<file path="config.mk">
export PLATFORM = sky130hd
export DESIGN_NAME = vga_sync_decoder
export DESIGN_NICKNAME = d
export VERILOG_FILES = /design/src/rtl/vga_sync_decoder.sv
export SDC_FILE = /design/constraint.sdc
export NUM_CORES = 1
export LEC_CHECK = 0
export ABC_CLOCK_PERIOD_IN_PS = 3060
export CORE_ASPECT_RATIO = 1.1
export CORE_MARGIN = 3
export CORE_UTILIZATION = 54
export CTS_CLUSTER_SIZE = 10
export DETAILED_ROUTE_END_ITERATION = 10
export GPL_TIMING_DRIVEN = 1
export MAX_ROUTING_LAYER = met4
export PLACE_DENSITY = 0.89
export SETUP_SLACK_MARGIN = 0.1
export SLEW_MARGIN = 20
export SYNTH_ARGS = -nofsm -noshare
export SYNTH_HDL_FRONTEND = slang
export SYNTH_SLANG_ARGS = --single-unit
</file>
<file path="constraint.sdc">
create_clock -name clk -period 3.06 [get_ports clk]
set_input_delay 0.612 -clock clk [delete_from_list [all_inputs] [get_ports clk]]
set_output_delay 0.612 -clock clk [all_outputs]
set_load 0.05 [all_outputs]
</file>
<file path="src/rtl/vga_sync_decoder.sv">
// vga_sync_decoder: recovers raster timing (pixel_x/pixel_y/video_active) from
// an incoming active-low hsync/vsync pair, measures line and frame periods and
// locks after LOCK_FRAMES consecutive frames that match the configured timing.
// Optional build macro VGA_DEC_SYNC_EN: inserts a two-flop synchronizer on each
// sync input ahead of the edge register (for asynchronous sources, +2 clocks).
module vga_sync_decoder #(
  parameter int H_D         = 640,
  parameter int H_FP        = 16,
  parameter int H_TOTAL     = 800,
  parameter int V_D         = 480,
  parameter int V_FP        = 10,
  parameter int V_TOTAL     = 525,
  parameter int LOCK_FRAMES = 2
) (
  input  logic       clk,
  input  logic       reset,
  input  logic       hsync_in,
  input  logic       vsync_in,
  output logic [9:0] pixel_x,
  output logic [9:0] pixel_y,
  output logic       video_active,
  output logic       frame_start,
  output logic       locked,
  output logic [9:0] h_period,
  output logic [9:0] v_period
);

  localparam logic [10:0] H_TOTAL_C  = 11'(H_TOTAL);
  localparam logic [10:0] H_TIMEOUT  = 11'(2 * H_TOTAL);
  localparam logic [10:0] H_TMO_LAST = 11'(2 * H_TOTAL - 1);
  localparam logic [10:0] H_SAT      = 11'd1023;
  localparam logic [9:0]  X_LOAD     = 10'(H_D + H_FP + 1);
  localparam logic [9:0]  X_LAST     = 10'(H_TOTAL - 1);
  localparam logic [9:0]  X_VIS      = 10'(H_D);
  localparam logic [9:0]  Y_LOAD     = 10'(V_D + V_FP);
  localparam logic [9:0]  Y_LAST     = 10'(V_TOTAL - 1);
  localparam logic [9:0]  Y_VIS      = 10'(V_D);
  localparam logic [9:0]  V_TOTAL_C  = 10'(V_TOTAL);
  localparam logic [9:0]  V_SAT      = 10'd1023;
  localparam logic [2:0]  LOCK_N     = 3'(LOCK_FRAMES);

  typedef enum logic [1:0] {SEARCH, MEASURE, LOCKED} state_t;

  state_t      state, state_n;
  logic        hs_stage, vs_stage;
  logic [1:0]  hs_edge, vs_edge;
  logic        h_fall, v_fall;
  logic [10:0] hcnt, hcnt_n;
  logic [9:0]  vcnt, vcnt_n;
  logic [9:0]  px_n, py_n, hp_n, vp_n;
  logic        line_bad, line_bad_n;
  logic [2:0]  good_cnt, good_n;
  logic        fs_n, h_bad, v_bad, timeout, locked_n, va_n;

`ifdef VGA_DEC_SYNC_EN
  logic [1:0] hs_sync, vs_sync;

  // Two-flop synchronizers; idle (high) level out of reset.
  always_ff @(posedge clk) begin
    if (reset) begin
      hs_sync <= 2'b11;
      vs_sync <= 2'b11;
    end else begin
      hs_sync <= {hs_sync[0], hsync_in};
      vs_sync <= {vs_sync[0], vsync_in};
    end
  end

  assign hs_stage = hs_sync[1];
  assign vs_stage = vs_sync[1];
`else
  assign hs_stage = hsync_in;
  assign vs_stage = vsync_in;
`endif

  // Edge register: [0] is the current sample, [1] the previous one; reset to
  // the idle level so a low sync at release is not mistaken for a fall.
  // NOTE: sequential state uses non-blocking (<=) so every flop samples
  // pre-edge values regardless of statement order.
  always_ff @(posedge clk) begin
    if (reset) begin
      hs_edge <= 2'b11;
      vs_edge <= 2'b11;
    end else begin
      hs_edge <= {hs_edge[0], hs_stage};
      vs_edge <= {vs_edge[0], vs_stage};
    end
  end

  assign h_fall = hs_edge[1] & ~hs_edge[0];
  assign v_fall = vs_edge[1] & ~vs_edge[0];

  // Next-state for counters, raster position and the lock FSM. Horizontal
  // processing comes first so a coincident vsync fall sees the updated vcnt.
  // NOTE: every signal gets a default at the top so no path leaves one
  // unassigned, which would otherwise infer a latch.
  always_comb begin
    state_n    = state;
    hcnt_n     = hcnt;
    vcnt_n     = vcnt;
    px_n       = pixel_x;
    py_n       = pixel_y;
    hp_n       = h_period;
    vp_n       = v_period;
    line_bad_n = line_bad;
    good_n     = good_cnt;
    fs_n       = 1'b0;
    h_bad      = 1'b0;
    timeout    = 1'b0;

    if (h_fall) begin
      hp_n   = (hcnt > H_SAT) ? H_SAT[9:0] : hcnt[9:0];
      h_bad  = (hcnt != H_TOTAL_C);
      hcnt_n = 11'd1;
      px_n   = X_LOAD;
      vcnt_n = (vcnt == V_SAT) ? vcnt : vcnt + 10'd1;
    end else begin
      if (hcnt != H_TIMEOUT) hcnt_n = hcnt + 11'd1;
      timeout = (hcnt == H_TMO_LAST);
      if (pixel_x == X_LAST) begin
        px_n = 10'd0;
        py_n = (pixel_y == Y_LAST) ? 10'd0 : pixel_y + 10'd1;
      end else begin
        px_n = pixel_x + 10'd1;
      end
    end

    v_bad = (vcnt_n != V_TOTAL_C);
    if (v_fall) begin
      vp_n   = vcnt_n;
      vcnt_n = 10'd0;
      py_n   = Y_LOAD;
      fs_n   = 1'b1;
    end

    // The first hsync fall after SEARCH entry only starts a measurement:
    // line_bad is held clear in SEARCH and LOCKED never sees a first fall.
    unique case (state)
      SEARCH: begin
        if (v_fall) state_n = MEASURE;
      end
      MEASURE: begin
        if (h_bad) line_bad_n = 1'b1;
        if (v_fall) begin
          if (!v_bad && !line_bad_n) begin
            good_n = good_cnt + 3'd1;
            if (good_n == LOCK_N) state_n = LOCKED;
          end else begin
            good_n = 3'd0;
          end
          line_bad_n = 1'b0;
        end
      end
      LOCKED: begin
        if (h_bad || (v_fall && v_bad)) state_n = SEARCH;
      end
      default: state_n = SEARCH;
    endcase

    if (timeout) state_n = SEARCH;
    if (state_n == SEARCH) begin
      good_n     = 3'd0;
      line_bad_n = 1'b0;
    end

    locked_n = (state_n == LOCKED);
    va_n     = locked_n && (px_n < X_VIS) && (py_n < Y_VIS);
  end

  // Lock FSM state register.
  always_ff @(posedge clk) begin
    if (reset) state <= SEARCH;
    else       state <= state_n;
  end

  // Counters and registered outputs.
  always_ff @(posedge clk) begin
    if (reset) begin
      hcnt         <= '0;
      vcnt         <= '0;
      pixel_x      <= '0;
      pixel_y      <= '0;
      h_period     <= '0;
      v_period     <= '0;
      line_bad     <= 1'b0;
      good_cnt     <= '0;
      frame_start  <= 1'b0;
      locked       <= 1'b0;
      video_active <= 1'b0;
    end else begin
      hcnt         <= hcnt_n;
      vcnt         <= vcnt_n;
      pixel_x      <= px_n;
      pixel_y      <= py_n;
      h_period     <= hp_n;
      v_period     <= vp_n;
      line_bad     <= line_bad_n;
      good_cnt     <= good_n;
      frame_start  <= fs_n;
      locked       <= locked_n;
      video_active <= va_n;
    end
  end

endmodule

</file>
* After elaboration in Yosys (flattened, before gate mapping)
Index checks and enable logic that the tools add are counted.
Operators by class: shifts and indexed selects 0, $mul 0, divide/modulo/power cells 0, $lt $le $gt $ge 3, bitwise logic cells 4, reductions and logical operators 14, mux-type cells 25, eq/ne operators 11, add/subtract/negate cells 5
Operators with widths (count):
- 2-to-1 mux 10 bit | 9
- adder 10 x 1 -> 10 bit (second input constant) | 3
- equality test 10 bit (second input constant) | 3
- 2-to-1 mux 2 bit | 6
- adder 11 x 1 -> 11 bit (second input constant) | 1
- equality test 11 bit (second input constant) | 1
- greater-than comparator 11 x 10 -> 1 bit (second input constant) | 1
- != test 11 x 10 -> 1 bit (second input constant) | 1
- != test 11 bit (second input constant) | 1
- less-than comparator 10 bit (second input constant) | 1
- less-than comparator 10 x 9 -> 1 bit (second input constant) | 1
- != test 10 bit (second input constant) | 1
- 2-to-1 mux 1 bit | 8
- case mux 2 bit (3 select lines) | 1
- OR reduction 2 bit | 3
- equality test 2 bit (second input constant) | 2
- logical AND 1 bit | 4
- zero test 2 bit | 2
- adder 3 x 1 -> 3 bit (second input constant) | 1
- equality test 3 x 2 -> 1 bit (second input constant) | 1
- 2-to-1 mux 3 bit | 1
- bitwise AND 1 bit | 2
- equality test 2 x 1 -> 1 bit (second input constant) | 1
- zero test 1 bit | 2
- other kinds (4) | 5
Word-level totals: latch bits 0, memories kept 0, memory bits (writable) 0, input port bits 4, flip-flop bits (word level) 74, ROM bits 0, output and inout bits 43, word-level logic and storage cells 77

* Depth between registers and ports, before layout
depth in word-level cells 14, gate-level depth with buffers 9, gate-level depth less buffers 8

* Worst setup path after synthesis
No wires, ideal clock.
path type register to register, from register pixel_x[0], to register video_active, path slack 0.295 ns, cell stages (with the launch flop) 10, required time 2.968 ns, period minus slack after synthesis 2.765 ns, arrival 2.673 ns, cell sequence dfxtp_1 ha_1 nand4_1 or4_1 buf_2 buf_4 o21bai_1 a221oi_1 nor4_1 nor4_1
Between the ends: cells in the longest elaborated chain, start to end 6, elaborated cells between the ends (all ways) 11, those cells by class add/sub: 1; order compare: 2; eq/ne: 1; mux: 5; reduce/logical: 2
RTL lines:
- start: declaration | RTL line 19 | output logic [9:0] pixel_x,
- start signal: assignment | RTL line 193 | pixel_x <= px_n;
- adder 10 x 1 -> 10 bit / equality test 10 bit (equally long branches) | RTL line 124, 120
- 2-to-1 mux 10 bit | RTL line 120 | if (pixel_x == X_LAST) begin
- 2-to-1 mux 10 bit | RTL line 111 | if (h_fall) begin
- less-than comparator 10 bit / 2-to-1 mux 10 bit (equally long branches) | RTL line 167, 129
- logical AND 1 bit / less-than comparator 10 x 9 -> 1 bit (equally long branches) | RTL line 167 | va_n = locked_n && (px_n < X_VIS) && (py_n < Y_VIS);
- logical AND 1 bit (*) | RTL line 167
- end signal: assignment | RTL line 201 | video_active <= va_n;
- end: declaration | RTL line 21 | output logic video_active,
Mark *: on every way between the ends. The rest lies on a longest branch, timed or not. A chain may end at the register's enable or synchronous reset.

* Worst setup path after layout
from register pixel_x[0], to register pixel_y[9]
Between the ends: cells in the longest elaborated chain, start to end 4
RTL lines:
- equality test 10 bit | RTL line 120
- 2-to-1 mux 10 bit | RTL line 120
- 2-to-1 mux 10 bit | RTL line 111
- 2-to-1 mux 10 bit | RTL line 129 | if (v_fall) begin
- end signal: assignment | RTL line 194 | pixel_y <= py_n;
- end: declaration | RTL line 20 | output logic [9:0] pixel_y,
No other way between the ends.

==> results.md <==
* CP Capture Type: flop
* Finished Layout Cells at 530
* Hold Path Class: reg -> reg
* Arr. time, crit path at between 3 and 4 ns
* Worst-Skew Late Latency at 0.35 ns
* Die Ht at 89.3 um
* Hold path start: v_period[3]
* Endpoints failing hold at 0
* Period minus WS final at 2.74 ns
* Endpoint, Worst Hold: v_period[3]
* Kind of critical path: reg -> reg
* DRC Markers at 0
* Asr flop ratio synth at 0%
* Cell Area, Synth at 3410 sq um
* P&R area growth vs syn at 23.9%
* H-tree levels at 3
* Worst Path Buf+Inv at 0
* First-pass GRT wire length at 13200 um
* Worst path required time at 3.35 ns
* Startpoint types: flop
* Die W at 81.8 um
* Rows at 29
* CTS max path bufs at 2
* Gr usage total at 23.9%
* Post-synthesis cell count at about 400
* Crit path depth at 7
* Setup-failing EPs final at 0
* Initial antenna violation count at 0
* RSZ-0062 raised after global routing: no
* Fill count at 443
* Final Cycle Share at 89.4%
* Hold depth at 2
* Critical path's largest stage delay at 0.77 ns
* Yosys reg bits at between 70 and 80
* Largest net degree at the start of global routing at 20
* Reg2Reg Launch Point: pixel_x[0]
* Slew HR at just under 50%
* Via count at 3093
* CTS tree: yes
* Reg clk slew, reported paths at around 0.080 ns
* DR pass1 iterations at 5
* RD Place Congestion at ~0.9
* Synthesized area per cell at between 8 and 9 sq um
* Worst R2R Setup Slack at 0.32 ns
* Max cap viols at 0
* Synthesized Nets at 408
* Top_reg_cell synth: dfxtp_1
* IO Pins at 47
* Port-buffer cells at 46
* Worst Skew at 0.0125 ns
* TNS Setup at 0 ns
* Power per Cell Area at roughly 520 nW/um^2
* Critical path's slowest cell: or4_1
* Initial Util at 57.3%
* Gr ovfl total at 0
* Placed insts at 514
* Hpwl dp at 5510 um
* Fmax at roughly 370 MHz
* Layout cells sized above 1 at 11.3%
* Core area at slightly below 6000 sq um
* Status: finished clean
* Clk root buf: clkbuf_8
* Yosys Warn Count at 0
* Ant. Diodes at 0
* Pleak at 0.00154 uW
* Fin. max-slew vios at 0
* Final ANT Viol Nets at 0
* CP Cell Sequence: ha_1 -> nand4_1 -> or4_1 -> or2_2 -> or3_1 -> a21oi_1 -> and2_1
* Number of DRC markers in iteration 0 at about 260
* Total CTS buffers at 9
* Wirelength, routed at 7830 um
* NumNets Final at 460
* Register area share after synthesis at 43.5%
* Die Footprint at 7300 sq um
* Count of cell types in the netlist at 56
* Area occupied by multi-input gates at 1800 sq um
* Worst Hold Slack at around 0.46 ns
* CTS Hold Buffers Added at 0
* Vias in the first global route at 2943
* Worst slew pin tran at between 0.7 and 0.8 ns
* Post-route cell area at 4220 sq um
* Post-synth EDFFs at 0
* Crit-path leading delay family: simple AND/OR/NAND/NOR gates
* CP max FO at 15
* Wirelength per Cell at 14.8 um
* R2R cell count at 7
* DP Area at 3970 sq um
* Worst flop-to-flop path endpoint: pixel_y[9]
* Storage cell area at 1480 sq um
* Total clock sinks at 74
* Max IR drop VDD at 0.344 mV
* Vias per cell at 5.84
==> flip-flops by register name (all words and copies together) (netlist names) <==
signal,count
hcnt,11
h_period,10
pixel_x,10
pixel_y,10
v_period,10
vcnt,10
good_cnt,3
hs_edge,2
state,2
vs_edge,2
frame_start,1
line_bad,1
locked,1
video_active,1
==> cell families (layout without fill, tap and decap cells) <==
family	Yosys count	count (layout)	share of synthesized area, %
mux	5	5	1.51
buf+inv	32	89	3.85
simple gates	187	187	28.1
flops	74	74	43.5
xor+xnor	16	16	4.11
compound gates	74	74	16.0
fa+ha+maj	8	8	2.94
==> routing by layer <==
metal	vias to the layer above	routed length [um]	global-route usage (%)
li1	1511	-	-
met5	-	0	-
met2	132	3750	39.5
met1	1425	3340	27.1
met3	25	527	5.34
met4	0	216	11.8
==> per-stage QoR <==
stage          util, %  worst slack, ns  power (uW)
2_1_floorplan        -            0.295        1190
3_3_place_gp      66.7            0.453        1260
3_5_place_dp      66.7            0.350        1270
4_1_cts           70.9            0.306        2190
5_1_grt           71.0            0.108        2260
6_report          71.0            0.324        2190
==> report_power, final <==
part / internal [uW] / switching, uW / leakage [uW]
Sequential: 991 / 29.1 / 0.000602
Combinational: 81.4 / 149 / 0.000814
Clock: 567 / 374 / 0.000127
==> synthesized netlist by cell type, types with 6 or more instances <==
| cell type | n | area, sq um |
|---|---|---|
| dfxtp_1 | 74 | 1480 |
| a21oi_1 | 13 | 65.1 |
| nand3_1 | 14 | 70.1 |
| nor2_1 | 62 | 233 |
| ha_1 | 8 | 100 |
| nand2_1 | 32 | 120 |
| nor2b_1 | 7 | 43.8 |
| clkbuf_1 | 8 | 30.0 |
| xor2_1 | 8 | 70.1 |
| xnor2_1 | 8 | 70.1 |
| inv_1 | 18 | 67.6 |
| or2_2 | 6 | 37.5 |
| nand4_1 | 7 | 43.8 |
| nor4_1 | 10 | 62.6 |
| o221a_2 | 7 | 78.8 |
| o21ai_0 | 21 | 105 |
| nor3_1 | 14 | 70.1 |
==> what timing repair did <==
item,4_1_cts,5_1_grt
endpoints found under the setup margin,0,2
endpoints found under the hold margin,0,0
resized for setup,0,1
setup buffers,0,0
==> how the worst max path moves through the flow <==
stage                    start      endpoint  slack [ns]
finish              pixel_x[0]    pixel_y[9]        0.32
detailed placement  pixel_x[0]  video_active        0.35
floorplan           pixel_x[0]  video_active        0.30
CTS                 pixel_x[0]    pixel_y[9]        0.31
global route        pixel_x[0]    pixel_y[9]        0.11
global placement    pixel_x[0]    pixel_y[9]        0.45
==> layout make-up <==
class	count	share of cell area, %
inverter	18	1.60
sequential	74	35.1
timing repair buffer	55	12.5
clock buffer	10	3.26
tap	77	2.28
multi-input combinational	290	42.6
clock inverter	6	2.67
==> cells in the final DEF, fill, tap and decap left out, drive strengths merged, types with 3 or more instances in the layout <==
master,instances
o21ai,21
or2,6
nor2,62
a21oi,13
a221oi,4
clkbuf,10
o221a,7
and3,4
nand3,15
a211oi,4
clkdlybuf4s50,46
ha,8
buf,9
dfxtp,74
nand4,7
nand2b,5
nor4,10
xnor2,8
bufinv,3
and2,3
a31oi,6
nor2b,7
or3b,3
a21o,4
inv,19
xor2,8
o41ai,3
nor3,14
nand2,32
mux2i,4
or3,5
and4,3
==> worst reg2reg max path: stages (launching register included) <==
cell     delay [ns]
dfxtp_1        0.38
ha_1           0.25
nand4_1        0.20
or4_1          0.77
or2_2          0.40
or3_1          0.36
a21oi_1        0.18
and2_1         0.14
(Power assumes the default switching activity.)
